### src/rtl/key_bar_pkg.sv
// Shared types and elaboration helpers for the keyboard-bar raster scanner.
package key_bar_pkg;

  typedef enum logic [2:0] {
    WAIT_FRAME,
    OFFSET,
    BAR,
    GAP,
    DONE
  } bar_state_e;

  // Rows from the start of one bar to the start of the next.
  function automatic int unsigned pitch(input int unsigned bar_h, input int unsigned gap_h);
    return bar_h + gap_h;
  endfunction

  function automatic int unsigned clog2_u(input int unsigned v);
    int unsigned r;
    r = 0;
    for (longint unsigned x = 1; x < longint'(v); x = x << 1) r++;
    return r;
  endfunction

endpackage

### src/rtl/bar_line_tracker.sv
// Line-by-line bar tracker: walks OFFSET/BAR/GAP/DONE on line events, restarts on frame events.
module bar_line_tracker
  import key_bar_pkg::*;
#(
  parameter int unsigned N_BARS   = 15,
  parameter int unsigned BAR_H    = 30,
  parameter int unsigned GAP_H    = 2,
  parameter int unsigned Y_OFFSET = 0,
  parameter int unsigned IDX_W    = 4,
  parameter int unsigned CNT_W    = 12
) (
  input  logic             clk,
  input  logic             rst,
  input  logic             frame_evt,
  input  logic             line_evt,
  output logic [IDX_W-1:0] idx_c,
  output logic             valid_c,
  output logic             gap_c,
  output logic [IDX_W-1:0] idx,
  output logic             valid,
  output logic             gap
);

  localparam logic [CNT_W-1:0] OFS_LAST = CNT_W'(Y_OFFSET - 1);
  localparam logic [CNT_W-1:0] BAR_LAST = CNT_W'(BAR_H - 1);
  localparam logic [CNT_W-1:0] GAP_LAST = CNT_W'(GAP_H - 1);
  localparam logic [IDX_W-1:0] IDX_LAST = IDX_W'(N_BARS - 1);

  if (BAR_H == 0 || pitch(BAR_H, GAP_H) > (1 << CNT_W)) begin : g_cnt_chk
    $error("BAR_H must be >= 1 and the bar pitch must fit in CNT_W");
  end

  bar_state_e       state_q, state_d;
  logic [CNT_W-1:0] row_q, row_d;
  logic [IDX_W-1:0] bar_q, bar_d;
  logic [IDX_W-1:0] idx_q;
  logic             valid_q, gap_q;

  always_comb begin
    state_d = state_q;
    row_d   = row_q;
    bar_d   = bar_q;
    if (frame_evt) begin
      row_d   = '0;
      bar_d   = '0;
      state_d = (Y_OFFSET != 0) ? OFFSET : BAR;
    end else if (line_evt) begin
      unique case (state_q)
        OFFSET: begin
          if (row_q == OFS_LAST) begin
            state_d = BAR;
            row_d   = '0;
          end else begin
            row_d = row_q + CNT_W'(1);
          end
        end
        BAR: begin
          if (row_q == BAR_LAST) begin
            row_d = '0;
            if (GAP_H != 0) state_d = GAP;
            else if (bar_q == IDX_LAST) state_d = DONE;
            else bar_d = bar_q + IDX_W'(1);
          end else begin
            row_d = row_q + CNT_W'(1);
          end
        end
        GAP: begin
          if (row_q == GAP_LAST) begin
            row_d = '0;
            if (bar_q == IDX_LAST) state_d = DONE;
            else begin
              state_d = BAR;
              bar_d   = bar_q + IDX_W'(1);
            end
          end else begin
            row_d = row_q + CNT_W'(1);
          end
        end
        default: ;
      endcase
    end
    // Decode of the line being entered, so outputs land one cycle after the event.
    valid_c = (state_d == BAR);
    gap_c   = (state_d == GAP);
    idx_c   = (valid_c || gap_c) ? bar_d : '0;
  end

  always_ff @(posedge clk or posedge rst) begin
    if (rst) begin
      state_q <= WAIT_FRAME;
      row_q   <= '0;
      bar_q   <= '0;
      idx_q   <= '0;
      valid_q <= 1'b0;
      gap_q   <= 1'b0;
    end else begin
      state_q <= state_d;
      row_q   <= row_d;
      bar_q   <= bar_d;
      idx_q   <= idx_c;
      valid_q <= valid_c;
      gap_q   <= gap_c;
    end
  end

  assign idx   = idx_q;
  assign valid = valid_q;
  assign gap   = gap_q;

endmodule

### src/rtl/key_bar_scan.sv
// Keyboard-bar Y scanner: bar tracking plus per-frame key latch, one-hot decode and hit flag.
module key_bar_scan
  import key_bar_pkg::*;
#(
  parameter int unsigned N_BARS   = 15,
  parameter int unsigned BAR_H    = 30,
  parameter int unsigned GAP_H    = 2,
  parameter int unsigned Y_OFFSET = 0,
  parameter int unsigned IDX_W    = 4,
  parameter int unsigned CNT_W    = 12
) (
  input  logic              iCLK,
  input  logic              iRST,
  input  logic              iFrame_start,
  input  logic              iLine_start,
  input  logic [N_BARS-1:0] iKeys,
  output logic [IDX_W-1:0]  oBar_idx,
  output logic              oBar_valid,
  output logic              oGap,
  output logic [N_BARS-1:0] oBar_onehot,
  output logic              oHit,
  output logic [N_BARS-1:0] oKeys_latched
);

  if (clog2_u(N_BARS) > IDX_W) begin : g_idx_chk
    $error("IDX_W too narrow for N_BARS");
  end

  logic [IDX_W-1:0]  idx_c;
  logic              valid_c, gap_c;
  logic [N_BARS-1:0] keys_q, keys_d;
  logic [N_BARS-1:0] onehot_q, onehot_d;
  logic [N_BARS-1:0] key_shift;
  logic              hit_q, hit_d;

  bar_line_tracker #(
    .N_BARS  (N_BARS),
    .BAR_H   (BAR_H),
    .GAP_H   (GAP_H),
    .Y_OFFSET(Y_OFFSET),
    .IDX_W   (IDX_W),
    .CNT_W   (CNT_W)
  ) u_tracker (
    .clk      (iCLK),
    .rst      (iRST),
    .frame_evt(iFrame_start),
    .line_evt (iLine_start),
    .idx_c    (idx_c),
    .valid_c  (valid_c),
    .gap_c    (gap_c),
    .idx      (oBar_idx),
    .valid    (oBar_valid),
    .gap      (oGap)
  );

  // Hit uses the vector being latched this cycle so line 0 already sees the new frame's keys.
  always_comb begin
    keys_d    = iFrame_start ? iKeys : keys_q;
    onehot_d  = valid_c ? (N_BARS'(1) << idx_c) : '0;
    key_shift = keys_d >> idx_c;
    hit_d     = valid_c && key_shift[0];
  end

  always_ff @(posedge iCLK or posedge iRST) begin
    if (iRST) begin
      keys_q   <= '0;
      onehot_q <= '0;
      hit_q    <= 1'b0;
    end else begin
      keys_q   <= keys_d;
      onehot_q <= onehot_d;
      hit_q    <= hit_d;
    end
  end

  assign oBar_onehot   = onehot_q;
  assign oHit          = hit_q;
  assign oKeys_latched = keys_q;

endmodule

### config.mk
export PLATFORM = sky130hd
export DESIGN_NAME = key_bar_scan
export DESIGN_NICKNAME = d
export VERILOG_FILES = /design/src/rtl/key_bar_pkg.sv /design/src/rtl/bar_line_tracker.sv /design/src/rtl/key_bar_scan.sv
export SDC_FILE = /design/constraint.sdc
export NUM_CORES = 1
export LEC_CHECK = 0
export BUFFER_PORTS_ARGS = -buffer_cell sky130_fd_sc_hd__clkbuf_2
export CAP_MARGIN = 20
export CORE_AREA = 2 2 72 74
export CTS_CLUSTER_DIAMETER = 30
export DETAILED_ROUTE_END_ITERATION = 10
export DIE_AREA = 0 0 74 76
export PLACE_DENSITY = 0.81
export SYNTH_ARGS = -nofsm -noshare
export SYNTH_HDL_FRONTEND = slang
export SYNTH_SLANG_ARGS = --single-unit
### constraint.sdc
create_clock -name iCLK -period 4.55 [get_ports iCLK]
set_input_delay 0 -clock iCLK [delete_from_list [all_inputs] [get_ports iCLK]]
set_output_delay 0 -clock iCLK [all_outputs]
set_load 0.005 [all_outputs]
=== Word level (Yosys, flattened, before mapping) ===
Index checks and enable logic that the tools add are counted.

* Register bits: 56
* Input bits: 19
* Output and inout port bits: 37
* Logic and storage cells: 48

* Add/subtract/negate cells: 2
* Equality and inequality tests: 9
* Shifts and indexed selects: 2
* Muxes and demuxes: 21
* Reductions and logical operators: 5

{| class="wikitable"
|+ Operator list
! operator !! count
|-
| 12-bit 2-to-1 mux || 5
|-
| 12-bit case mux with 3 select lines || 1
|-
| 15-bit 2-to-1 mux || 2
|-
| 4-bit 2-to-1 mux || 6
|-
| 3-bit 2-to-1 mux || 6
|-
| 1-bit by 4-bit left shift with 15-bit output (first input constant) || 1
|-
| 15-bit by 4-bit right shift with 1-bit output || 1
|-
| 12-bit by 1-bit adder with 12-bit output (second input constant) || 1
|-
| 12-bit by 1-bit equality test with 1-bit output (second input constant) || 1
|-
| 12-bit equality test (second input constant) || 1
|-
| 12-bit by 5-bit equality test with 1-bit output (second input constant) || 1
|-
| 3-bit by 2-bit equality test with 1-bit output (second input constant) || 4
|-
| 3-bit case mux with 3 select lines || 1
|-
| 4-bit by 1-bit adder with 4-bit output (second input constant) || 1
|-
| 4-bit equality test (second input constant) || 1
|-
| 4-bit nonzero test || 1
|-
| 3-bit by 1-bit equality test with 1-bit output (second input constant) || 1
|-
| 2-bit AND reduction || 1
|-
| 2-bit nonzero test || 1
|-
| 1-bit logical AND || 1
|-
| 1-bit logical OR || 1
|}

=== Logic depth before layout (Yosys ltp) ===
Gate-level depths: netlist of the first run.

* Word-level depth: 11
* Mapped depth: 11
* Mapped depth without buffers: 11

=== By module ===
From an unflattened synthesis of the first run, not the netlist that was laid out.

* Cell total of the unflattened synthesis: 252
* Area total of the unflattened synthesis: 2,761.4 µm²

{| class="wikitable"
|+ By module, submodules not included
! module !! times used !! cells an instance !! area an instance (µm²) !! sequential area each (µm²)
|-
| bar_line_tracker || 1 || 151 || 1,462.7 || 625.6
|-
| key_bar_scan || 1 || 101 || 1,298.7 || 775.7
|}

=== Worst setup path after synthesis of the first run ===
No wires, ideal clock.

* Kind: register to register
* Start point: reg u_tracker.row_q[1]
* End point: reg hit_q (netlist: oHit)
* Setup time: 123 ps
* Arrival time: 2,523 ps
* Data required time: 4,427 ps
* Slack: 1,904 ps
* Stages on the path, launching flop included: 12
* Path buffers: 1
* Period minus slack after synthesis: 2,646 ps
* Path through: dfrtp_1 -> inv_1 -> ha_1 -> nor4b_4 -> nand4_4 -> or3_1 -> and2_4 -> buf_6 -> or4_1 -> a21oi_1 -> nor3_1 -> o221a_1

* Word-level cells in the longest chain between the ends: 10
* Elaborated cells between the ends (all ways): 19
* Classes of those cells: 5 x eq/ne; 1 x shift; 11 x mux; 2 x reduce/logical

{| class="wikitable"
|+ Ends and longest elaborated chain
! element !! line !! RTL
|-
| start, declared || bar_line_tracker.sv:34 || <nowiki>logic [CNT_W-1:0] row_q, row_d;</nowiki>
|-
| start signal, assigned || bar_line_tracker.sv:98 || <nowiki>row_q <= row_d;</nowiki>
|-
| 12-bit by 1-bit equality test with 1-bit output (tied with other cells) || bar_line_tracker.sv:68 || <nowiki>if (row_q == GAP_LAST) begin</nowiki>
|-
| 3-bit 2-to-1 mux (on tied branches) || bar_line_tracker.sv:68, bar_line_tracker.sv:50, bar_line_tracker.sv:58 ||
|-
| 3-bit case mux with 3 select lines || bar_line_tracker.sv:48 || <nowiki>unique case (state_q)</nowiki>
|-
| 3-bit 2-to-1 mux || bar_line_tracker.sv:47 || <nowiki>end else if (line_evt) begin</nowiki>
|-
| 3-bit 2-to-1 mux || bar_line_tracker.sv:43 || <nowiki>if (frame_evt) begin</nowiki>
|-
| 3-bit by 2-bit equality test with 1-bit output (on tied branches) || bar_line_tracker.sv:83, bar_line_tracker.sv:84 ||
|-
| 1-bit logical OR || bar_line_tracker.sv:85 || <nowiki>idx_c = (valid_c || gap_c) ? bar_d : '0;</nowiki>
|-
| 4-bit 2-to-1 mux || bar_line_tracker.sv:85 ||
|-
| 15-bit by 4-bit right shift with 1-bit output || key_bar_scan.sv:60 || <nowiki>key_shift = keys_d >> idx_c;</nowiki>
|-
| 1-bit logical AND (*) || key_bar_scan.sv:61 || <nowiki>hit_d = valid_c && key_shift[0];</nowiki>
|-
| net hit_d || key_bar_scan.sv:34 || <nowiki>logic hit_q, hit_d;</nowiki>
|-
| end signal, assigned || key_bar_scan.sv:72 || <nowiki>hit_q <= hit_d;</nowiki>
|-
| end, declared || key_bar_scan.sv:34 ||
|}

The timed path passes the listed nets; every way through them passes the cells marked *.
A chain may end at the register's enable or synchronous reset.

=== Worst setup path in the final report of the first run ===
* Start point: reg u_tracker.row_q[1]
* End point: reg hit_q (netlist: oHit)

* Elaborated cells between the ends (all ways): 19
* Classes of those cells: 5 x eq/ne; 1 x shift; 11 x mux; 2 x reduce/logical

{| class="wikitable"
|+ RTL lines
! element !! line !! RTL
|-
| 12-bit by 1-bit equality test with 1-bit output || bar_line_tracker.sv:68 ||
|-
| 4-bit 2-to-1 mux || bar_line_tracker.sv:68 ||
|-
| 4-bit 2-to-1 mux || - ||
|-
| 4-bit 2-to-1 mux || bar_line_tracker.sv:47 ||
|-
| 4-bit 2-to-1 mux || bar_line_tracker.sv:43 ||
|-
| net u_tracker.bar_d[1] || bar_line_tracker.sv:35 || <nowiki>logic [IDX_W-1:0] bar_q, bar_d;</nowiki>
|-
| 4-bit 2-to-1 mux || bar_line_tracker.sv:85 ||
|-
| 15-bit by 4-bit right shift with 1-bit output || key_bar_scan.sv:60 ||
|-
| 1-bit logical AND || key_bar_scan.sv:61 ||
|-
| net hit_d || key_bar_scan.sv:34 ||
|}

The timed path passes the listed nets, and every way through them passes these cells.

==> results of run 1 <==
-- state kept, by name (all words and copies together), names as in the netlist --
register and count:
oBar_onehot 15, oHit 1, oKeys_latched 15, u_tracker.bar_q 4, u_tracker.gap 1, u_tracker.idx 4
u_tracker.row_q 12, u_tracker.state_q 3, u_tracker.valid 1
-- cell type report --
| cell class | count | area, sq um |
|---|---|---|
| inverters | 8 | 30.0 |
| repair buffers | 73 | 463 |
| flip-flops and latches | 56 | 1400 |
| multi-input cells | 178 | 1230 |
| fillers | 379 | 1580 |
| clock inverters | 3 | 46.3 |
| clock buffers | 5 | 68.8 |
| well taps | 70 | 87.6 |
-- power breakdown --
group          switching, W  internal, W
Clock              0.000165     0.000167
Combinational     0.0000531    0.0000554
Sequential        0.0000133     0.000516
-- how the worst max path moves through the flow --
stage	endpoint	slack (ns)	startpoint	cells past startpoint
floorplan	oHit	1.90	u_tracker.row_q[1]	11
global placement	oHit	1.85	u_tracker.row_q[1]	10
detailed placement	oHit	1.72	u_tracker.row_q[1]	10
CTS	oHit	1.69	u_tracker.row_q[1]	10
global route	oHit	1.48	u_tracker.row_q[1]	10
finish	oHit	1.70	u_tracker.row_q[1]	10
-- layout by cell type (no fill, tap or decap), drive strengths merged, types with 2 or more instances in the layout --
cell type,count
buf,2
nand2b,3
and3,3
xor2,4
mux2,15
nand2,16
nand3b,2
xnor2,3
nor3b,2
ha,4
dfrtp,56
nor4b,2
nor2,32
or3,4
nand4,5
o21ai,12
o31ai,3
nand3,9
mux2i,4
dlygate4sd3,16
or2,2
nor4,3
nor2b,7
o41ai,2
nor3,12
clkbuf,60
o22ai,3
inv,9
and2,5
a21o,2
a21oi,6
-- metrics by stage --
step	total power, W	utilization [%]	area [sq um]	worst slack [ns]	instances
finish	0.000970	67.8	3330	1.70	393
global route	0.00101	67.8	3330	1.48	393
global placement	0.000632	61.8	3040	1.85	368
CTS	0.000976	67.8	3330	1.69	393
detailed placement	0.000637	62.2	3060	1.72	369
floorplan	0.000596	-	2700	1.90	249
-- metal layers --
metal	routed length, microns	share of wire [%]	GRT usage [%]
met1	2610	46	31.5
met2	2670	47	34.2
met3	274	4.9	5.03
met4	84	1.5	6.55
met5	0	0	0
-- cells by family after synthesis --
group / Yosys count / synth area share [%]
AOI/OAI and AO/OA: 37 / 9.91
DFF: 56 / 51.9
and+or+nand+nor: 111 / 23.9
buffers and inverters: 15 / 2.45
xor gates and xnor gates: 7 / 2.27
muxes: 19 / 7.74
adders and majority gates: 4 / 1.85
-- worst register-to-register path, stage by stage, from the launching register on --
cell	delay (ns)
dfrtp_1	0.43
inv_1	0.07
ha_1	0.15
nor4b_4	0.36
nand4_4	0.21
mux2i_1	0.56
inv_1	0.19
nor4_1	0.31
a22o_1	0.19
o22ai_1	0.07
o221a_1	0.22
==> results_dict.tcl, run 1 <==
set metrics [dict create \
    status "complete, no violations" \
    drt-total-wl_mm 5.64 \
    synth_top_area_cell "dfrtp_1" \
    die_width_microns 74 \
    slowest_delay_ns 0.56 \
    path_max_fanout 9 \
    crit_path_top_delay_cell "mux2i_1" \
    hold_class "primary input to async pin" \
    critPathMostFrequentCell "inv_1" \
    hold_viol 0 \
    clock_skew_ns 0.00587 \
    firstDrtPassIters 4 \
    cts_buffers 5 \
    rsz0062_at_grt "no" \
    gp_congestion 0.788 \
    fmax_mhz 351 \
    syn_nets 272 \
    synth.most_common_cell "dfrtp_1" \
    clock_path_buffers 2 \
    required_ns 4.76 \
    initial_core_util_pct 55.0 \
    r2r-end "oHit" \
    die-area_sq_um 5620 \
    clockRootBuffer "clkbuf_8" \
    grt_pass1_wl_mm 9.70 \
    cts.clk_slew.worst_paths_ns 0.10 \
    yosysSeqAreaShare_pct 51.9 \
    yosysWarningCount 0 \
    syn_area_sq_um 2700 \
    synth_common_cells "56 x dfrtp_1, 32 x nor2_1, 16 x nand2_1, 15 x mux2_2, 12 x o21ai_0" \
    path_cells "inv_1, ha_1, nor4b_4, nand4_4, mux2i_1, inv_1, nor4_1, a22o_1, o22ai_1, o221a_1" \
    ios 56 \
    grt_start_max_net_pins 39 \
    drc_errors 0 \
    final.setup.tns_ns 0 \
    ir_drop_v 0.000230 \
    worstSetupStartpointType "flip-flop" \
    finalSetupViolations 0 \
    synth-edff-count 0 \
    cts_max_level 2 \
    async_reset_ff_share_pct 100 \
    die_h_microns 76 \
    grt-ovfl-total 0 \
    end_kind "flip-flop" \
    viasPerCell 5.35 \
    layout_worst_path_cycle_share_pct 62.7 \
    max-slew-margin-rel_pct 39.5 \
    synthTopCellsByArea "dfrtp_1 52%, mux2_2 6.3%, nor2_1 4.4%" \
    criticalPathCategory "flip-flop to flip-flop" \
    cp.arrival_ns 3.06 \
    core_sq_um 4910 \
    avgSynthCellArea_sq_um 10.8 \
    maxCapViolCount 0 \
    antenna_cells 0 \
    crit_buf_inv 2 \
    syn_inst 249 \
    antenna_found_initial 0 \
    vias 2101 \
    wl_per_cell_microns 14.3 \
    rr_worst_depth 10 \
    tightest_slew_ns 0.893 \
    io_buffers 55 \
    grt_pass1_vias 2048 \
    placementRows 26 \
    finalMaxSlewViolations 0 \
    r2r-start "u_tracker.row_q[1]" \
    clock-sinks 56 \
    synthToLayoutAreaGrowth_pct 23.3 \
    cts_tree "built" \
    hold_slack_ns 0.200 \
    dp.final_hpwl_mm 3.95 \
    yosys.area.top_type_share_pct 51.9 \
    track_usage_pct 22.2 \
    fin_crit_ns 2.85 \
    synth_ff_type "dfrtp_1" \
    clock_latency_ns 0.31 \
    synth-seq-cells 56 \
    power_density_nw_per_um2 291 \
    drive_gt1_share_pct 29.7 \
    cts_resized 0 \
    nNetsFinal 345 \
    post-cts-setup-buffers 0 \
    cp_top_family "simple AND/OR/NAND/NOR gates" \
    leakage_nw 1.52 \
    hold_buffers 16 \
    ant_nets 0 \
    drtIter0Drc 126 \
    yosysUniqueCellTypes 53 \
    reg2reg_setup_slack_ns 1.70 \
]
No activity file was read; power rests on OpenSTA's default activity.
==> run 2: changes to the inputs <==
- CORE_AREA: 2 2 72 74 -> 2 2 74 76
- DIE_AREA: 0 0 74 76 -> 0 0 76 78
- PLACE_DENSITY: 0.81 -> 0.77
- clock period: 4.55 -> 2.9 ns (I/O delays scaled with it)
==> results_dict.tcl, run 2 (synthesis gave the netlist of run 1 again) <==
set metrics [dict create \
    fillerInstances 397 \
    grt-ovfl-total 0 \
    synthToLayoutAreaGrowth_pct 24.7 \
    post-place-ws_ns 0.150 \
    grt_pass1_wl_mm 9.81 \
    drive_gt1_share_pct 32.7 \
    cts_buffers 5 \
    ir_drop_v 0.000336 \
    placed_area_sq_um 3080 \
    clock_path_buffers 2 \
    clock_skew_ns 0.0108 \
    fin_util_pct 66.8 \
    grt_pass1_vias 2077 \
    gp_congestion 0.798 \
    drt-total-wl_mm 5.98 \
    cts.clk_slew.worst_paths_ns 0.11 \
    leakage_nw 1.53 \
    ios 56 \
    status "complete, no violations" \
    clock-sinks 56 \
    clockRootBuffer "clkbuf_8" \
    grt_start_max_net_pins 36 \
    drtIter0Drc 176 \
    finalSetupViolations 0 \
    dp.final_hpwl_mm 4.10 \
    nNetsFinal 352 \
    layout_worst_path_cycle_share_pct 94.3 \
    antenna_found_initial 0 \
    placementRows 26 \
    worstSetupStartpointType "flip-flop" \
    final_common_cell "clkbuf_2" \
    final.setup.tns_ns 0 \
    io_buffers 55 \
    ant_nets 0 \
    wl_per_cell_microns 14.9 \
    worst_slack_ns 0.166 \
    die-area_sq_um 5930 \
    required_ns 3.16 \
    stdcell_area_sq_um 3370 \
    vias 2175 \
    max-slew-margin-rel_pct 52.9 \
    maxCapViolCount 0 \
    track_usage_pct 20.8 \
    fmax_mhz 366 \
    antenna_cells 0 \
    finalMaxSlewViolations 0 \
    tightest_slew_ns 0.705 \
    cts_tree "built" \
    fin_crit_ns 2.73 \
    cts_max_level 2 \
    die_h_microns 78 \
    core_sq_um 5040 \
    hold_class "primary input to flip-flop" \
    criticalPathCategory "flip-flop to flip-flop" \
    path_max_fanout 7 \
    hold_viol 0 \
    firstDrtPassIters 6 \
    drc_errors 0 \
    initial_core_util_pct 53.6 \
    die_width_microns 76 \
    end_kind "flip-flop" \
    clock_latency_ns 0.32 \
    power_density_nw_per_um2 431 \
    layout_common_cells "55 x clkbuf_2, 52 x dfrtp_1, 32 x nor2_1" \
    viasPerCell 5.44 \
    cp.arrival_ns 3.00 \
    hold_slack_ns 0.213 \
]
[run 2: through the flow]
step,cells,power [W]
CTS,398,0.00146
global placement,374,0.000996
global route,400,0.00151
detailed placement,374,0.00100
floorplan,249,0.000935
finish,400,0.00145
[run 2: layout make-up]
class | count | area [sq um] | share of cell area (%)
sequential | 56 | 1410 | 41.7
multi-input combinational | 178 | 1250 | 37.0
timing repair buffer | 80 | 503 | 14.9
tap | 70 | 87.6 | 2.60
clock buffer | 5 | 68.8 | 2.04
inverter | 8 | 30.0 | 0.891
clock inverter | 3 | 27.5 | 0.817
[run 2: path summary, 6_finish.rpt]
path                                    start                    to  slack, ns  depth (start not counted)
max reg2reg                u_tracker.row_q[0]                  oHit       0.17                         11
min reg2reg                u_tracker.row_q[3]    u_tracker.row_q[3]       0.54                          1
max in group asynchronous                iRST    u_tracker.row_q[7]       1.82                          4
min in group asynchronous                iRST       oBar_onehot[10]       0.32                          3
min                               iLine_start  u_tracker.state_q[1]       0.21                          6
max                        u_tracker.row_q[0]                  oHit       0.17                         11
[run 2: report_power, final]
| part | switching (W) | total [W] | leakage [nW] | internal [W] |
|---|---|---|---|---|
| Clock | 0.000267 | 0.000445 | 0.0463 | 0.000178 |
| Combinational | 0.0000867 | 0.000177 | 0.756 | 0.0000906 |
| Sequential | 0.0000211 | 0.000831 | 0.723 | 0.000810 |
[run 2: per-layer routing]
layer,track usage (%),share of wire (%),up-vias
met1,26.9,43,1067
met5,0,0,-
met2,35.5,51,63
met3,3.95,4.9,7
met4,6.91,1.1,0
li1,-,-,1038
[run 2: what timing repair did]
action                                 in CTS  in global routing
gates resized for setup                     0                  6
hold buffers                               16                  0
setup endpoints to repair                   0                  1
endpoints found under the hold margin      49                  0
setup buffers                               0                  2
[run 2: worst max-delay path, stage by stage (launching register included)]
cell	delay (ns)
dfrtp_1	0.45
ha_1	0.22
nor4b_4	0.13
buf_4	0.15
buf_4	0.14
nand4_1	0.11
o22ai_1	0.12
o21bai_2	0.27
or3_1	0.45
a311o_1	0.31
o22ai_1	0.12
o221a_1	0.20
